### config.mk
export PLATFORM = sky130hd
export DESIGN_NAME = exec_alu_sequencer_flat
export DESIGN_NICKNAME = d
export VERILOG_FILES = /design/src/rtl/exec_alu_sequencer_pkg.sv /design/src/rtl/exec_alu_sequencer_if.sv /design/src/rtl/exec_alu_sequencer_cond_eval.sv /design/src/rtl/exec_alu_sequencer.sv /design/src/flat_wrapper.sv
export SDC_FILE = /design/constraint.sdc
export NUM_CORES = 1
export LEC_CHECK = 0
export ABC_AREA = 1
export CORE_AREA = 2 2 186 188
export DETAILED_ROUTE_END_ITERATION = 7
export DIE_AREA = 0 0 188 190
export GPL_TIMING_DRIVEN = 1
export SKIP_CTS_REPAIR_TIMING = 1
export SLEW_MARGIN = 20
export SYNTH_ARGS = -nofsm -noshare
export SYNTH_HDL_FRONTEND = slang
export SYNTH_HIERARCHICAL = 1
export SYNTH_SLANG_ARGS = --single-unit
### constraint.sdc
create_clock -name clk -period 1.15 [get_ports clk]
set_clock_uncertainty 0.05 [all_clocks]
set_input_delay 0.115 -clock clk [delete_from_list [all_inputs] [get_ports clk]]
set_output_delay 0.115 -clock clk [all_outputs]
set_load 0.005 [all_outputs]
### src/rtl/exec_alu_sequencer_pkg.sv
// Shared constants for the Y86-64 execute-stage sequencer: instruction codes,
// ALU control encodings, status codes and the stack pointer step.
package exec_alu_sequencer_pkg;

  localparam logic [3:0] IHALT   = 4'h0;
  localparam logic [3:0] INOP    = 4'h1;
  localparam logic [3:0] IRRMOVQ = 4'h2;
  localparam logic [3:0] IIRMOVQ = 4'h3;
  localparam logic [3:0] IRMMOVQ = 4'h4;
  localparam logic [3:0] IMRMOVQ = 4'h5;
  localparam logic [3:0] IOPQ    = 4'h6;
  localparam logic [3:0] IJXX    = 4'h7;
  localparam logic [3:0] ICALL   = 4'h8;
  localparam logic [3:0] IRET    = 4'h9;
  localparam logic [3:0] IPUSHQ  = 4'hA;
  localparam logic [3:0] IPOPQ   = 4'hB;

  localparam logic [3:0] FN_OP_MAX = 4'd3;

  localparam int unsigned STACK_STEP = 8;

  typedef enum logic [1:0] {
    ALU_ADD = 2'b00,
    ALU_SUB = 2'b01,
    ALU_AND = 2'b10,
    ALU_XOR = 2'b11
  } alu_ctrl_e;

  typedef enum logic [1:0] {
    STAT_AOK = 2'b00,
    STAT_HLT = 2'b01,
    STAT_INS = 2'b10
  } stat_e;

  // Only conditional moves and jumps carry a meaningful Cnd.
  function automatic logic uses_cnd(input logic [3:0] icode);
    return (icode == IRRMOVQ) || (icode == IJXX);
  endfunction

endpackage

### src/rtl/exec_alu_sequencer_if.sv
// Bundle of decode input, ALU initiator, memory-stage output and CC signals.
// master = the sequencer, slave = its environment (decode, ALU, memory stage).
interface exec_alu_sequencer_if #(
  parameter int W = 64
);
  logic         in_valid;
  logic         in_ready;
  logic [3:0]   icode;
  logic [3:0]   ifun;
  logic [W-1:0] valA;
  logic [W-1:0] valB;
  logic [W-1:0] valC;
  logic         flush;
  logic [1:0]   alu_ctrl;
  logic [W-1:0] alu_a;
  logic [W-1:0] alu_b;
  logic [W-1:0] alu_out;
  logic         alu_of;
  logic         out_valid;
  logic         out_ready;
  logic [W-1:0] out_valE;
  logic         out_cnd;
  logic [3:0]   out_icode;
  logic [1:0]   out_stat;
  logic         cc_zf;
  logic         cc_sf;
  logic         cc_of;

  modport master (
    input  in_valid, icode, ifun, valA, valB, valC, flush, alu_out, alu_of, out_ready,
    output in_ready, alu_ctrl, alu_a, alu_b, out_valid, out_valE, out_cnd, out_icode,
           out_stat, cc_zf, cc_sf, cc_of
  );

  modport slave (
    output in_valid, icode, ifun, valA, valB, valC, flush, alu_out, alu_of, out_ready,
    input  in_ready, alu_ctrl, alu_a, alu_b, out_valid, out_valE, out_cnd, out_icode,
           out_stat, cc_zf, cc_sf, cc_of
  );
endinterface

### src/rtl/exec_alu_sequencer_cond_eval.sv
// Y86 condition evaluation from ZF/SF/OF; flags function codes above 6 as invalid.
module exec_alu_sequencer_cond_eval (
  input  logic [3:0] i_ifun,
  input  logic       i_zf,
  input  logic       i_sf,
  input  logic       i_of,
  output logic       o_cnd,
  output logic       o_invalid
);
  logic w_lt;

  assign w_lt = i_sf ^ i_of;

  always_comb begin
    o_cnd     = 1'b0;
    o_invalid = 1'b0;
    case (i_ifun)
      4'd0:    o_cnd = 1'b1;
      4'd1:    o_cnd = w_lt | i_zf;
      4'd2:    o_cnd = w_lt;
      4'd3:    o_cnd = i_zf;
      4'd4:    o_cnd = ~i_zf;
      4'd5:    o_cnd = ~w_lt;
      4'd6:    o_cnd = ~w_lt & ~i_zf;
      default: o_invalid = 1'b1;
    endcase
  end
endmodule

### src/rtl/exec_alu_sequencer.sv
// Execute-stage front end: drives the external ALU, keeps the condition codes
// and hands results to the memory stage through a one-entry valid/ready register.
module exec_alu_sequencer #(
  parameter int          W          = 64,
  parameter int unsigned STACK_STEP = exec_alu_sequencer_pkg::STACK_STEP
) (
  input logic                  clk,
  input logic                  rst,
  exec_alu_sequencer_if.master io_bus
);
  import exec_alu_sequencer_pkg::*;

  alu_ctrl_e    w_ctrl;
  logic [W-1:0] w_a;
  logic [W-1:0] w_b;
  logic [W-1:0] w_step;
  logic [W-1:0] w_neg_step;
  stat_e        w_stat;
  logic         w_in_ready;
  logic         w_accept;
  logic         w_commit;
  logic         w_cc_upd;
  logic         w_cnd_raw;
  logic         w_cnd_inv;
  logic         w_cnd;

  logic         r_vld_p1;
  logic [W-1:0] r_valE_p1;
  logic         r_cnd_p1;
  logic [3:0]   r_icode_p1;
  stat_e        r_stat_p1;
  logic         r_halted;
  logic         r_zf;
  logic         r_sf;
  logic         r_of;

  assign w_step     = W'(STACK_STEP);
  assign w_neg_step = ~w_step + 1'b1;

  // Stage 0: operand/control selection, condition and status decode
  always_comb begin
    w_ctrl = ALU_ADD;
    w_a    = '0;
    w_b    = '0;
    case (io_bus.icode)
      IOPQ: begin
        w_ctrl = alu_ctrl_e'(io_bus.ifun[1:0]);
        w_a    = io_bus.valB;
        w_b    = io_bus.valA;
      end
      IRRMOVQ:          w_a = io_bus.valA;
      IIRMOVQ:          w_a = io_bus.valC;
      IRMMOVQ, IMRMOVQ: begin
        w_a = io_bus.valB;
        w_b = io_bus.valC;
      end
      ICALL, IPUSHQ: begin
        w_a = io_bus.valB;
        w_b = w_neg_step;
      end
      IRET, IPOPQ: begin
        w_a = io_bus.valB;
        w_b = w_step;
      end
      default: ;
    endcase
  end

  exec_alu_sequencer_cond_eval u_cond_eval (
    .i_ifun    (io_bus.ifun),
    .i_zf      (r_zf),
    .i_sf      (r_sf),
    .i_of      (r_of),
    .o_cnd     (w_cnd_raw),
    .o_invalid (w_cnd_inv)
  );

  assign w_cnd = uses_cnd(io_bus.icode) & w_cnd_raw;

  always_comb begin
    w_stat = STAT_AOK;
    if (io_bus.icode == IHALT) begin
      w_stat = STAT_HLT;
    end else if ((io_bus.icode > IPOPQ) ||
                 ((io_bus.icode == IOPQ) && (io_bus.ifun > FN_OP_MAX)) ||
                 (uses_cnd(io_bus.icode) && w_cnd_inv)) begin
      w_stat = STAT_INS;
    end
  end

  assign w_in_ready = ~r_halted & (~r_vld_p1 | io_bus.out_ready);
  assign w_accept   = io_bus.in_valid & w_in_ready;
  assign w_commit   = w_accept & ~io_bus.flush;
  assign w_cc_upd   = w_commit & (io_bus.icode == IOPQ) & (io_bus.ifun <= FN_OP_MAX);

  // Stage 1: result register, condition codes and sticky halt
  always_ff @(posedge clk) begin
    if (rst) begin
      r_vld_p1   <= 1'b0;
      r_valE_p1  <= '0;
      r_cnd_p1   <= 1'b0;
      r_icode_p1 <= '0;
      r_stat_p1  <= STAT_AOK;
      r_halted   <= 1'b0;
      r_zf       <= 1'b1;
      r_sf       <= 1'b0;
      r_of       <= 1'b0;
    end else begin
      if (io_bus.flush) begin
        r_vld_p1 <= 1'b0;
      end else if (w_accept) begin
        r_vld_p1 <= 1'b1;
      end else if (io_bus.out_ready) begin
        r_vld_p1 <= 1'b0;
      end

      if (w_commit) begin
        r_valE_p1  <= io_bus.alu_out;
        r_cnd_p1   <= w_cnd;
        r_icode_p1 <= io_bus.icode;
        r_stat_p1  <= w_stat;
        if (w_stat != STAT_AOK) begin
          r_halted <= 1'b1;
        end
      end

      if (w_cc_upd) begin
        r_zf <= (io_bus.alu_out == '0);
        r_sf <= io_bus.alu_out[W-1];
        r_of <= io_bus.alu_of;
      end
    end
  end

  assign io_bus.in_ready  = w_in_ready;
  assign io_bus.alu_ctrl  = w_ctrl;
  assign io_bus.alu_a     = w_a;
  assign io_bus.alu_b     = w_b;
  assign io_bus.out_valid = r_vld_p1;
  assign io_bus.out_valE  = r_valE_p1;
  assign io_bus.out_cnd   = r_cnd_p1;
  assign io_bus.out_icode = r_icode_p1;
  assign io_bus.out_stat  = r_stat_p1;
  assign io_bus.cc_zf     = r_zf;
  assign io_bus.cc_sf     = r_sf;
  assign io_bus.cc_of     = r_of;

endmodule

### src/flat_wrapper.sv
// flat-port wrapper written by rule: the top's interface ports become plain ports
module exec_alu_sequencer_flat import exec_alu_sequencer_pkg::*;
#(
  parameter int          W          = 64,
  parameter int unsigned STACK_STEP = exec_alu_sequencer_pkg::STACK_STEP
)
  (clk, rst, io_bus_in_valid, io_bus_icode, io_bus_ifun, io_bus_valA, io_bus_valB, io_bus_valC, io_bus_flush, io_bus_alu_out, io_bus_alu_of, io_bus_out_ready, io_bus_in_ready, io_bus_alu_ctrl, io_bus_alu_a, io_bus_alu_b, io_bus_out_valid, io_bus_out_valE, io_bus_out_cnd, io_bus_out_icode, io_bus_out_stat, io_bus_cc_zf, io_bus_cc_sf, io_bus_cc_of);
  exec_alu_sequencer_if #(.W(W)) io_bus_i ();
  input logic clk;
  input logic rst;
  input wire logic [$bits(io_bus_i.in_valid)-1:0] io_bus_in_valid;
  input wire logic [$bits(io_bus_i.icode)-1:0] io_bus_icode;
  input wire logic [$bits(io_bus_i.ifun)-1:0] io_bus_ifun;
  input wire logic [$bits(io_bus_i.valA)-1:0] io_bus_valA;
  input wire logic [$bits(io_bus_i.valB)-1:0] io_bus_valB;
  input wire logic [$bits(io_bus_i.valC)-1:0] io_bus_valC;
  input wire logic [$bits(io_bus_i.flush)-1:0] io_bus_flush;
  input wire logic [$bits(io_bus_i.alu_out)-1:0] io_bus_alu_out;
  input wire logic [$bits(io_bus_i.alu_of)-1:0] io_bus_alu_of;
  input wire logic [$bits(io_bus_i.out_ready)-1:0] io_bus_out_ready;
  output wire logic [$bits(io_bus_i.in_ready)-1:0] io_bus_in_ready;
  output wire logic [$bits(io_bus_i.alu_ctrl)-1:0] io_bus_alu_ctrl;
  output wire logic [$bits(io_bus_i.alu_a)-1:0] io_bus_alu_a;
  output wire logic [$bits(io_bus_i.alu_b)-1:0] io_bus_alu_b;
  output wire logic [$bits(io_bus_i.out_valid)-1:0] io_bus_out_valid;
  output wire logic [$bits(io_bus_i.out_valE)-1:0] io_bus_out_valE;
  output wire logic [$bits(io_bus_i.out_cnd)-1:0] io_bus_out_cnd;
  output wire logic [$bits(io_bus_i.out_icode)-1:0] io_bus_out_icode;
  output wire logic [$bits(io_bus_i.out_stat)-1:0] io_bus_out_stat;
  output wire logic [$bits(io_bus_i.cc_zf)-1:0] io_bus_cc_zf;
  output wire logic [$bits(io_bus_i.cc_sf)-1:0] io_bus_cc_sf;
  output wire logic [$bits(io_bus_i.cc_of)-1:0] io_bus_cc_of;
  assign io_bus_i.in_valid = io_bus_in_valid;
  assign io_bus_i.icode = io_bus_icode;
  assign io_bus_i.ifun = io_bus_ifun;
  assign io_bus_i.valA = io_bus_valA;
  assign io_bus_i.valB = io_bus_valB;
  assign io_bus_i.valC = io_bus_valC;
  assign io_bus_i.flush = io_bus_flush;
  assign io_bus_i.alu_out = io_bus_alu_out;
  assign io_bus_i.alu_of = io_bus_alu_of;
  assign io_bus_i.out_ready = io_bus_out_ready;
  assign io_bus_in_ready = io_bus_i.in_ready;
  assign io_bus_alu_ctrl = io_bus_i.alu_ctrl;
  assign io_bus_alu_a = io_bus_i.alu_a;
  assign io_bus_alu_b = io_bus_i.alu_b;
  assign io_bus_out_valid = io_bus_i.out_valid;
  assign io_bus_out_valE = io_bus_i.out_valE;
  assign io_bus_out_cnd = io_bus_i.out_cnd;
  assign io_bus_out_icode = io_bus_i.out_icode;
  assign io_bus_out_stat = io_bus_i.out_stat;
  assign io_bus_cc_zf = io_bus_i.cc_zf;
  assign io_bus_cc_sf = io_bus_i.cc_sf;
  assign io_bus_cc_of = io_bus_i.cc_of;
  exec_alu_sequencer #(.W(W), .STACK_STEP(STACK_STEP)) u_core (.clk(clk), .rst(rst), .io_bus(io_bus_i));
endmodule
==> flow_metrics.env, run 1 <==
export IMPL_antenna_found_initial=5
export IMPL_placed_cells=1799
export IMPL_cts_root_buf="clkbuf_16"
export IMPL_drt_iter0_drc=460
export IMPL_drv_slew=0
export IMPL_place_ws_ps=-1205
export IMPL_p_leak_nw=7.235
export IMPL_power_density_mw_per_mm2=759.4
export IMPL_cts_made_buffers=9
export IMPL_fin_cells=1901
export IMPL_setup_tns_ps=-59980
export IMPL_crit_path_end_kind="output pin"
export IMPL_path_common_cell="buf_12"
export IMPL_reg2reg_depth=8
export IMPL_grt_ovfl_total=0
export IMPL_min_period_over_period_pct=145.1
export IMPL_die_y_um=190
export IMPL_ys_seq_elements=76
export IMPL_seqCellArea_mm2=0.001543
export IMPL_synth_distinct_cells=24
export IMPL_synth_top_cell_area_share_pct=28.46
export IMPL_design_die_area_mm2=0.03572
export IMPL_wirelength_um=37770
export IMPL_rsz0062_at_grt="true"
export IMPL_drcViolationCount=0
export IMPL_critPathKind="in2out"
export IMPL_drive_above_1_share_pct=39.90
export IMPL_cts_tree="built"
export IMPL_start_util_pct=15.75
export IMPL_ys_flop_type="dfxtp_1"
export IMPL_gp_congestion=0.9382
export IMPL_multiInputGateArea_mm2=0.004178
export IMPL_synth_net_count=1113
export IMPL_die_w_um=188
export IMPL_crit_chain="buf_8, inv_6, nor2_4, buf_12, nand2_8, nand3_4, buf_12, buf_12, buf_6, buf_12, nand2_4, o221ai_4, buf_2"
export IMPL_cts_htree_levels=3
export IMPL_ios=476
export IMPL_start_kind="input pin"
export IMPL_worstPathArrival_ps=1500
export IMPL_min_period_ps=1669
export IMPL_grt_pass1_vias=7904
export IMPL_globalRouteTotalUtil_pct=16.30
export IMPL_grt_max_degree=47
export IMPL_via_per_inst=4.450
export IMPL_async_flop_share_pct=0
export IMPL_finalSetupViolCount=203
export IMPL_insertion_delay_ps=330
export IMPL_port_buffers=475
export IMPL_first_pass_iters=4
export IMPL_cp_max_fo=8
export IMPL_cap_violations=0
export IMPL_seq_area_frac_synth_pct=28.46
export IMPL_holdPathStages=4
export IMPL_max_freq_mhz=599.1
export IMPL_grt_pass1_wl_um=45810
export IMPL_setup_ws_ps=-519.1
export IMPL_area_growth_syn_to_layout_pct=155.3
export IMPL_slowest_stage="buf_12"
export IMPL_hold_class="in2reg"
export IMPL_worst_path_largest_cell_delay_ps=150
export IMPL_min_from="io_bus_icode[2]"
export IMPL_rows=68
export IMPL_vias=8460
export IMPL_synthTopCellsByArea="dfxtp_1 (28%), nand2_1 (13%), nor2_1 (13%)"
export IMPL_outcome="finished, violations left"
export IMPL_r2r_start="u_core/io_bus.out_valid"
export IMPL_fillers=3391
export IMPL_cts_path_max_buffers=2
export IMPL_netlist_area_mm2=0.005345
export IMPL_hpwlAfterDp_um=25030
export IMPL_relSlewSlack_pct=76.47
export IMPL_violations="negative setup slack"
export IMPL_synth_most_common_cell="nand2_1"
export IMPL_synth_warnings=6
export IMPL_final_util_pct=40.20
export IMPL_ir_worst_vdd_uv=659.8
export IMPL_wl_per_cell_um=19.87
export IMPL_avgSynthCellArea_um2=6.341
export IMPL_r2r_slack_ps=-290
export IMPL_yosys_top_cells_count="nand2_1 (185), nor2_1 (179), inv_1 (110), dfxtp_1 (76), o221ai_1 (74)"
export IMPL_num_nets_final=1707
export IMPL_whs_ps=73.96
export IMPL_tightestPinTransition_ps=353.0
export IMPL_r2r_end="u_core/io_bus.cc_sf"
export IMPL_coreArea_mm2=0.03395
export IMPL_final_hold_viol_count=0
export IMPL_cts_sinks=76
export IMPL_hold_end="u_core/io_bus.out_icode[2]"
export IMPL_post_synth_top_area_cell="dfxtp_1"
export IMPL_clkSlewWorstSetupHoldPaths_ps=60
export IMPL_synth_edff_count=0
export IMPL_drtAntennaViolNets=0
export IMPL_syn_inst=843
export IMPL_critPathRequiredTime_ps=990
## worst max-delay path: cells and delay by family
kind                   cells  cell delay [ps]
and+or+nand+nor            4              320
AOI/OAI and AO/OA          1              100
buffers and inverters      8              930
## power breakdown
part | internal (W) | switching (W)
logic | 0.00249 | 0.00190
clock network | 0.00188 | 0.00113
registers | 0.00283 | 0.000128
total | 0.00720 | 0.00316
## layer usage
layer / wire [µm] / GRT usage [%] / up-vias
met5: 0 / 0 / -
met4: 1508 / 7.783 / 0
met3: 2838 / 4.243 / 75
met2: 18640 / 27.25 / 410
met1: 14780 / 19.46 / 3976
li1: - / - / 3999
## per-stage QoR
step | total power [W] | instance area [µm²]
global placement | 0.006611 | 11170
floorplan | 0.004015 | 5395
detailed placement | 0.006622 | 11170
CTS | 0.009711 | 11480
global route | 0.01085 | 13650
finish | 0.01036 | 13650
## flip-flops by register name, indices dropped and copies added (netlist names)
signal,cells
u_core/io_bus.out_valE,64
u_core/io_bus.out_icode,4
u_core/io_bus.out_stat,2
u_core/io_bus.cc_of,1
u_core/io_bus.cc_sf,1
u_core/io_bus.cc_zf,1
u_core/io_bus.out_cnd,1
u_core/io_bus.out_valid,1
u_core/r_halted,1
## layout by cell type (no fill, tap or decap), drive strengths merged, types with 45 or more instances in the layout
master / instances
nand3: 45
clkdlybuf4s50: 264
o21ai: 71
nand2: 187
o221ai: 89
inv: 116
dfxtp: 76
dlymetal6s2s: 76
nor2: 184
buf: 250
clkbuf: 61
## logic make-up after synthesis
logic type	Yosys count	synth area share, %
AND/OR/NAND/NOR	418	31.91
AO/OA/AOI/OAI	175	24.51
buffers and inverters	174	15.12
flip-flops	76	28.46
## worst max path at each step
stage	start	to	slack (ps)	cells past startpoint
after floorplan	u_core/io_bus.out_valid	u_core/io_bus.cc_zf	-40	7
after global placement	io_bus_icode[3]	io_bus_alu_a[13]	-1210	7
after detailed placement	io_bus_icode[3]	io_bus_alu_a[13]	-1200	7
after CTS	io_bus_icode[3]	io_bus_alu_a[13]	-1210	7
after global routing	io_bus_icode[2]	io_bus_alu_a[13]	-570	13
final	io_bus_icode[2]	io_bus_alu_a[55]	-520	13
## cell type report
| class | instances | share of cell area [%] |
|---|---|---|
| multi-input combinational | 593 | 30.61 |
| antenna | 5 | 0.09168 |
| clock buffer | 10 | 1.678 |
| clock inverter | 5 | 0.5684 |
| tap | 455 | 4.171 |
| timing repair buffer | 641 | 48.20 |
| sequential | 76 | 11.30 |
| inverter | 116 | 3.374 |
Note: power is estimated with default switching activity, not from simulation.
==> run 2: changes to the inputs <==
Settings changed: CAP_MARGIN from default to 20.
==> results of run 2 <==
Final layout, timing and power as in run 1 (identical DEF).
==> edit 1 (flow settings as in run 1) <==
`W` is set to 64 in 3 places; all go to 32.
--- a/src/rtl/exec_alu_sequencer_if.sv
+++ b/src/rtl/exec_alu_sequencer_if.sv
@@ -1,7 +1,7 @@
 // Bundle of decode input, ALU initiator, memory-stage output and CC signals.
 // master = the sequencer, slave = its environment (decode, ALU, memory stage).
 interface exec_alu_sequencer_if #(
-  parameter int W = 64
+  parameter int W = 32
 );
   logic         in_valid;
   logic         in_ready;
--- a/src/rtl/exec_alu_sequencer.sv
+++ b/src/rtl/exec_alu_sequencer.sv
@@ -1,7 +1,7 @@
 // Execute-stage front end: drives the external ALU, keeps the condition codes
 // and hands results to the memory stage through a one-entry valid/ready register.
 module exec_alu_sequencer #(
-  parameter int          W          = 64,
+  parameter int          W          = 32,
   parameter int unsigned STACK_STEP = exec_alu_sequencer_pkg::STACK_STEP
 ) (
   input logic                  clk,
--- a/src/flat_wrapper.sv
+++ b/src/flat_wrapper.sv
@@ -1,7 +1,7 @@
 // flat-port wrapper written by rule: the top's interface ports become plain ports
 module exec_alu_sequencer_flat import exec_alu_sequencer_pkg::*;
 #(
-  parameter int          W          = 64,
+  parameter int          W          = 32,
   parameter int unsigned STACK_STEP = exec_alu_sequencer_pkg::STACK_STEP
 )
   (clk, rst, io_bus_in_valid, io_bus_icode, io_bus_ifun, io_bus_valA, io_bus_valB, io_bus_valC, io_bus_flush, io_bus_alu_out, io_bus_alu_of, io_bus_out_ready, io_bus_in_ready, io_bus_alu_ctrl, io_bus_alu_a, io_bus_alu_b, io_bus_out_valid, io_bus_out_valE, io_bus_out_cnd, io_bus_out_icode, io_bus_out_stat, io_bus_cc_zf, io_bus_cc_sf, io_bus_cc_of);
Ports: changed (7 resized); port bits go from 476 to 252. The function was not compared with the original's and may differ.
==> edit 1 against run 1 <==
The flow still finishes with violations (negative setup slack). Critical path depth is 2 lower. Routed wire length down 49%. Sequential cell count shrank 32. Via count fell by 44%. Clock power fell by 44%. Worst setup slack improved by 0.17 ns. Power is 45% lower. Synthesized area down 45%. Design area shrank 42%.
==> edit 1: results (changes against run 1) <==
outcome=finished, violations left; failing checks=negative setup slack; first-pass GRT wire length=22.9 mm (-50%); R2R Path End=u_core/io_bus.out_stat[1]; PnR Total Power=5.73 mW (-45%); Worst path max stage delay=0.21 ns (+0.06 ns); P_leak=4.16 nW (-42%); vias in the first global route=4005 (-49%); Arr. time, crit path=1.34 ns (-0.16 ns); fin worst setup slack=-0.352 ns (+0.167 ns); Vias=4699 (-44%); gpl congestion=0.908 (-3.2%); Diodes inserted=0 (-5); Final #Nets=954 (-44%); Seq. pwr=1.64 mW (-44%); slowest CP cell=clkbuf_16; WL met3=1.41 mm (-50%); I/O Buffers=251 (-47%); largest net degree at the start of global routing=37 (-21%); Num CTS Buffers=5 (-4); switching part of the total power=30.5% (about the same); total wire length=19.4 mm (-49%); All-Layer GR Usage=8.15% (-8.1 points); fillcell total=3658 (+7.9%); layout cells sized above 1=42.2% (+2.3 points); wire length on met2=9.99 mm (-46%); final setup fails=109 (-46%); top cells by count, synth=nand2_1, dfxtp_1, a21oi_1; Gate power share=41.7% (-0.7 points); Net Count, Synth=625 (-44%); Largest register FFs=32 (-50%); initial antenna violation count=0 (-5); Peak VDD IR=0.617 mV (-6.6%)
-- edit 1: final cells by class --
type | count | area, µm² | area share, %
repair buffers | 349 | 3610 | 45.4
multi-input cells | 366 | 2500 | 31.5
flip-flops and latches | 44 | 888 | 11.2
well taps | 455 | 569 | 7.17
inverters | 45 | 196 | 2.47
clock buffers | 5 | 125 | 1.58
clock inverters | 3 | 46.3 | 0.583
repair inverters | 1 | 8.76 | 0.110
-- edit 1: kinds of logic (layout without fill, tap and decap cells) --
kind of cell           count (synthesis)  in the layout  share of synthesized area, %
AOI/OAI and AO/OA                     85             85                          18.6
buffers and inverters                 73            403                          11.6
DFF                                   44             44                          30.2
and+or+nand+nor                      281            281                          39.5
-- edit 1: worst max path at each step --
stage	from	depth (start not counted)	end	slack (ns)
2_1_floorplan	u_core/io_bus.out_valid	6	u_core/io_bus.cc_of	0.006
3_3_place_gp	io_bus_icode[2]	10	io_bus_alu_a[15]	-1.05
3_5_place_dp	io_bus_icode[2]	10	io_bus_alu_a[10]	-1.05
4_1_cts	io_bus_icode[2]	10	io_bus_alu_a[10]	-1.05
5_1_grt	io_bus_icode[2]	11	io_bus_alu_a[27]	-0.42
6_report	io_bus_icode[2]	11	io_bus_alu_a[25]	-0.35
-- edit 1: metal layers --
metal  up-vias  track usage (%)
li1       2239                -
met1      2225             9.40
met2       198             14.4
met3        37             2.25
met4         0             3.00
met5         -                0
-- edit 1: stage by stage --
step | setup slack (ns) | instance area [µm²] | std cells
finish | -0.352 | 7940 | 1268
global route | -0.423 | 7940 | 1268
CTS | -1.05 | 6490 | 1216
detailed placement | -1.05 | 6320 | 1208
global placement | -1.05 | 6320 | 1208
floorplan | 0.00644 | 2920 | 483
-- edit 1: worst min-delay path, stage by stage --
cell and delay (ns):
buf_8 0.10, inv_4 0.05, buf_4 0.15, a21oi_4 0.06
==> edit 2 (config.mk and constraints of run 1) <==
Without the edit above. Reset style: asynchronous (`rst`), changed in one clocked block.
--- a/src/rtl/exec_alu_sequencer.sv
+++ b/src/rtl/exec_alu_sequencer.sv
@@ -94,7 +94,7 @@
   assign w_cc_upd   = w_commit & (io_bus.icode == IOPQ) & (io_bus.ifun <= FN_OP_MAX);
 
   // Stage 1: result register, condition codes and sticky halt
-  always_ff @(posedge clk) begin
+  always_ff @(posedge clk or posedge rst) begin
     if (rst) begin
       r_vld_p1   <= 1'b0;
       r_valE_p1  <= '0;
Behaviour: differs if rst is asserted again (counterexample within 4 cycles, from zero or initial values and one cycle with rst high); with rst held inactive, the same outputs for 4 cycles.
==> edit 2 against run 1 <==
Critical path depth decreased by 3. Sequential cell count unchanged. Hold slack got worse by 0.075 ns. Worst setup slack improved by 0.12 ns. Synthesized cell count decreased by 0.83%. The flow finishes with violations (negative hold slack, negative setup slack). Routed wire length increased by 9.1%. Clock power increased by 2%. Power decreased by 9.5%. Design area increased by 9.0%. Synthesized area increased by 0.75%. Die area unchanged.
==> edit 2: results (changes against run 1) <==
P_leak=8.80 nW (+22%); FFs w/ async S/R, synth=100% (+100 points); First-pass DRT Iterations=5 (+1); met1 usage=20.5% (+1.0 points); initial antenna violation count=6 (+1); outcome=finished, violations left; Post-Layout Cell Count=1943 (+2.2%); Netlist cell types=23 (-4.2%); total wire length=41.2 mm (+9.1%); placed insts=1807 (+0.44%); first-pass GRT wire length=46.8 mm (+2.2%); Post-Syn Instances=836 (-0.83%); relative max-transition margin=80.3% (+3.8 points); Setup TNS Final=-49.65 ns (+10.33 ns); Hold Fails Final Rpt=1 (+1); largest net degree at the start of global routing=64 (+36%); All-Layer GR Usage=17.2% (+0.89 points); Via-to-Cell Ratio=4.47 (+0.37%); DP Area=11400 µm² (+1.6%); worst hold path class=primary input to asynchronous set/reset pin; hold_ws=-0.000691 ns (-0.0746 ns); Starting DRT DRC Count=476 (+3.5%); Arr. time, crit path=1.38 ns (-0.12 ns); fillcell total=3282 (-3.2%); Peak VDD IR=0.589 mV (-11%); layout cells sized above 1=40.4% (+0.46 points); met3 usage=5.17% (+0.92 points); Final #Nets=1749 (+2.5%); Area contributors post-synth=dfrtp_1, nand2_1, o221ai_1; failing checks=negative hold slack, negative setup slack; met2 usage=28.9% (+1.7 points); Net Count, Synth=1106 (-0.63%); CTS max path bufs=2 (unchanged); Seq/Total Area, Yosys=35.3% (+6.9 points); vias in the first global route=7872 (-0.40%); final setup fails=207 (+2.0%); hpwl dp=26.5 mm (+5.9%); DP Worst Slack=-1.29 ns (-0.0844 ns); fin worst setup slack=-0.397 ns (+0.122 ns); gpl congestion=0.967 (+3.0%); top cells by count, synth=nand2_1, inv_1, o221ai_1
-- edit 2: layer usage --
metal  up-vias  share of wire (%)
li1       4017                  -
met1      4102                 38
met2       457                 50
met3       103                7.7
met4         0                3.6
met5         -                  0
-- edit 2: power by group --
group	switching, mW	internal, mW	leakage, nW
combinational	1.56	2.07	7.60
clock	1.33	1.74	0.152
sequential	0	2.67	1.05
total	2.89	6.48	8.80
-- edit 2: area by class of cell --
cell class,count,area [µm²],share of cell area [%]
repair buffers,681,7370,49.5
clock inverters,7,88.8,0.597
diodes,4,10.0,0.0673
multi-input cells,592,4170,28.0
clock buffers,9,225,1.51
repair inverters,1,11.3,0.0757
well taps,455,569,3.83
inverters,118,531,3.56
flip-flops and latches,76,1900,12.8
-- edit 2: cells by family (layout without fill, tap and decap cells) --
logic type / Yosys count / count (layout) / share of synthesized area, %
flip-flops: 76 / 76 / 35.3
AO/OA/AOI/OAI: 106 / 106 / 15.8
buffers and inverters: 170 / 816 / 13.5
AND/OR/NAND/NOR: 484 / 486 / 35.3
other: 0 / 4 / 0
-- edit 2: critical path, stage by stage --
cell	delay, ns
buf_12	0.11
buf_6	0.11
inv_4	0.05
buf_6	0.10
nand3_4	0.20
clkbuf_16	0.23
buf_6	0.11
buf_6	0.13
o221ai_2	0.05
buf_2	0.16
-- edit 2: path summary, 6_finish.rpt --
| check | startpoint | cells after the start | to | slack, ns |
|---|---|---|---|---|
| hold reg to reg | u_core/io_bus.out_valE[42] | 2 | u_core/io_bus.out_valE[42] | 0.43 |
| max in group asynchronous | rst | 3 | u_core/io_bus.cc_zf | 0.57 |
| setup reg to reg | u_core/r_halted | 7 | u_core/io_bus.out_valE[11] | -0.22 |
| min in group clk | io_bus_icode[1] | 4 | u_core/io_bus.out_icode[1] | 0.16 |
| hold / removal | rst | 2 | u_core/io_bus.out_valE[52] | -0.0007 |
| setup / recovery | io_bus_icode[2] | 10 | io_bus_alu_b[56] | -0.40 |
-- edit 2: metrics by stage --
step / hold slack (ns) / util (%)
final: -0.000691 / 43.8
after global routing: 0.0100 / 43.8
after CTS: -0.0102 / 34.4
after detailed placement: 0.364 / 33.5
after global placement: 0.372 / 33.5
after floorplan: 0.173 / -
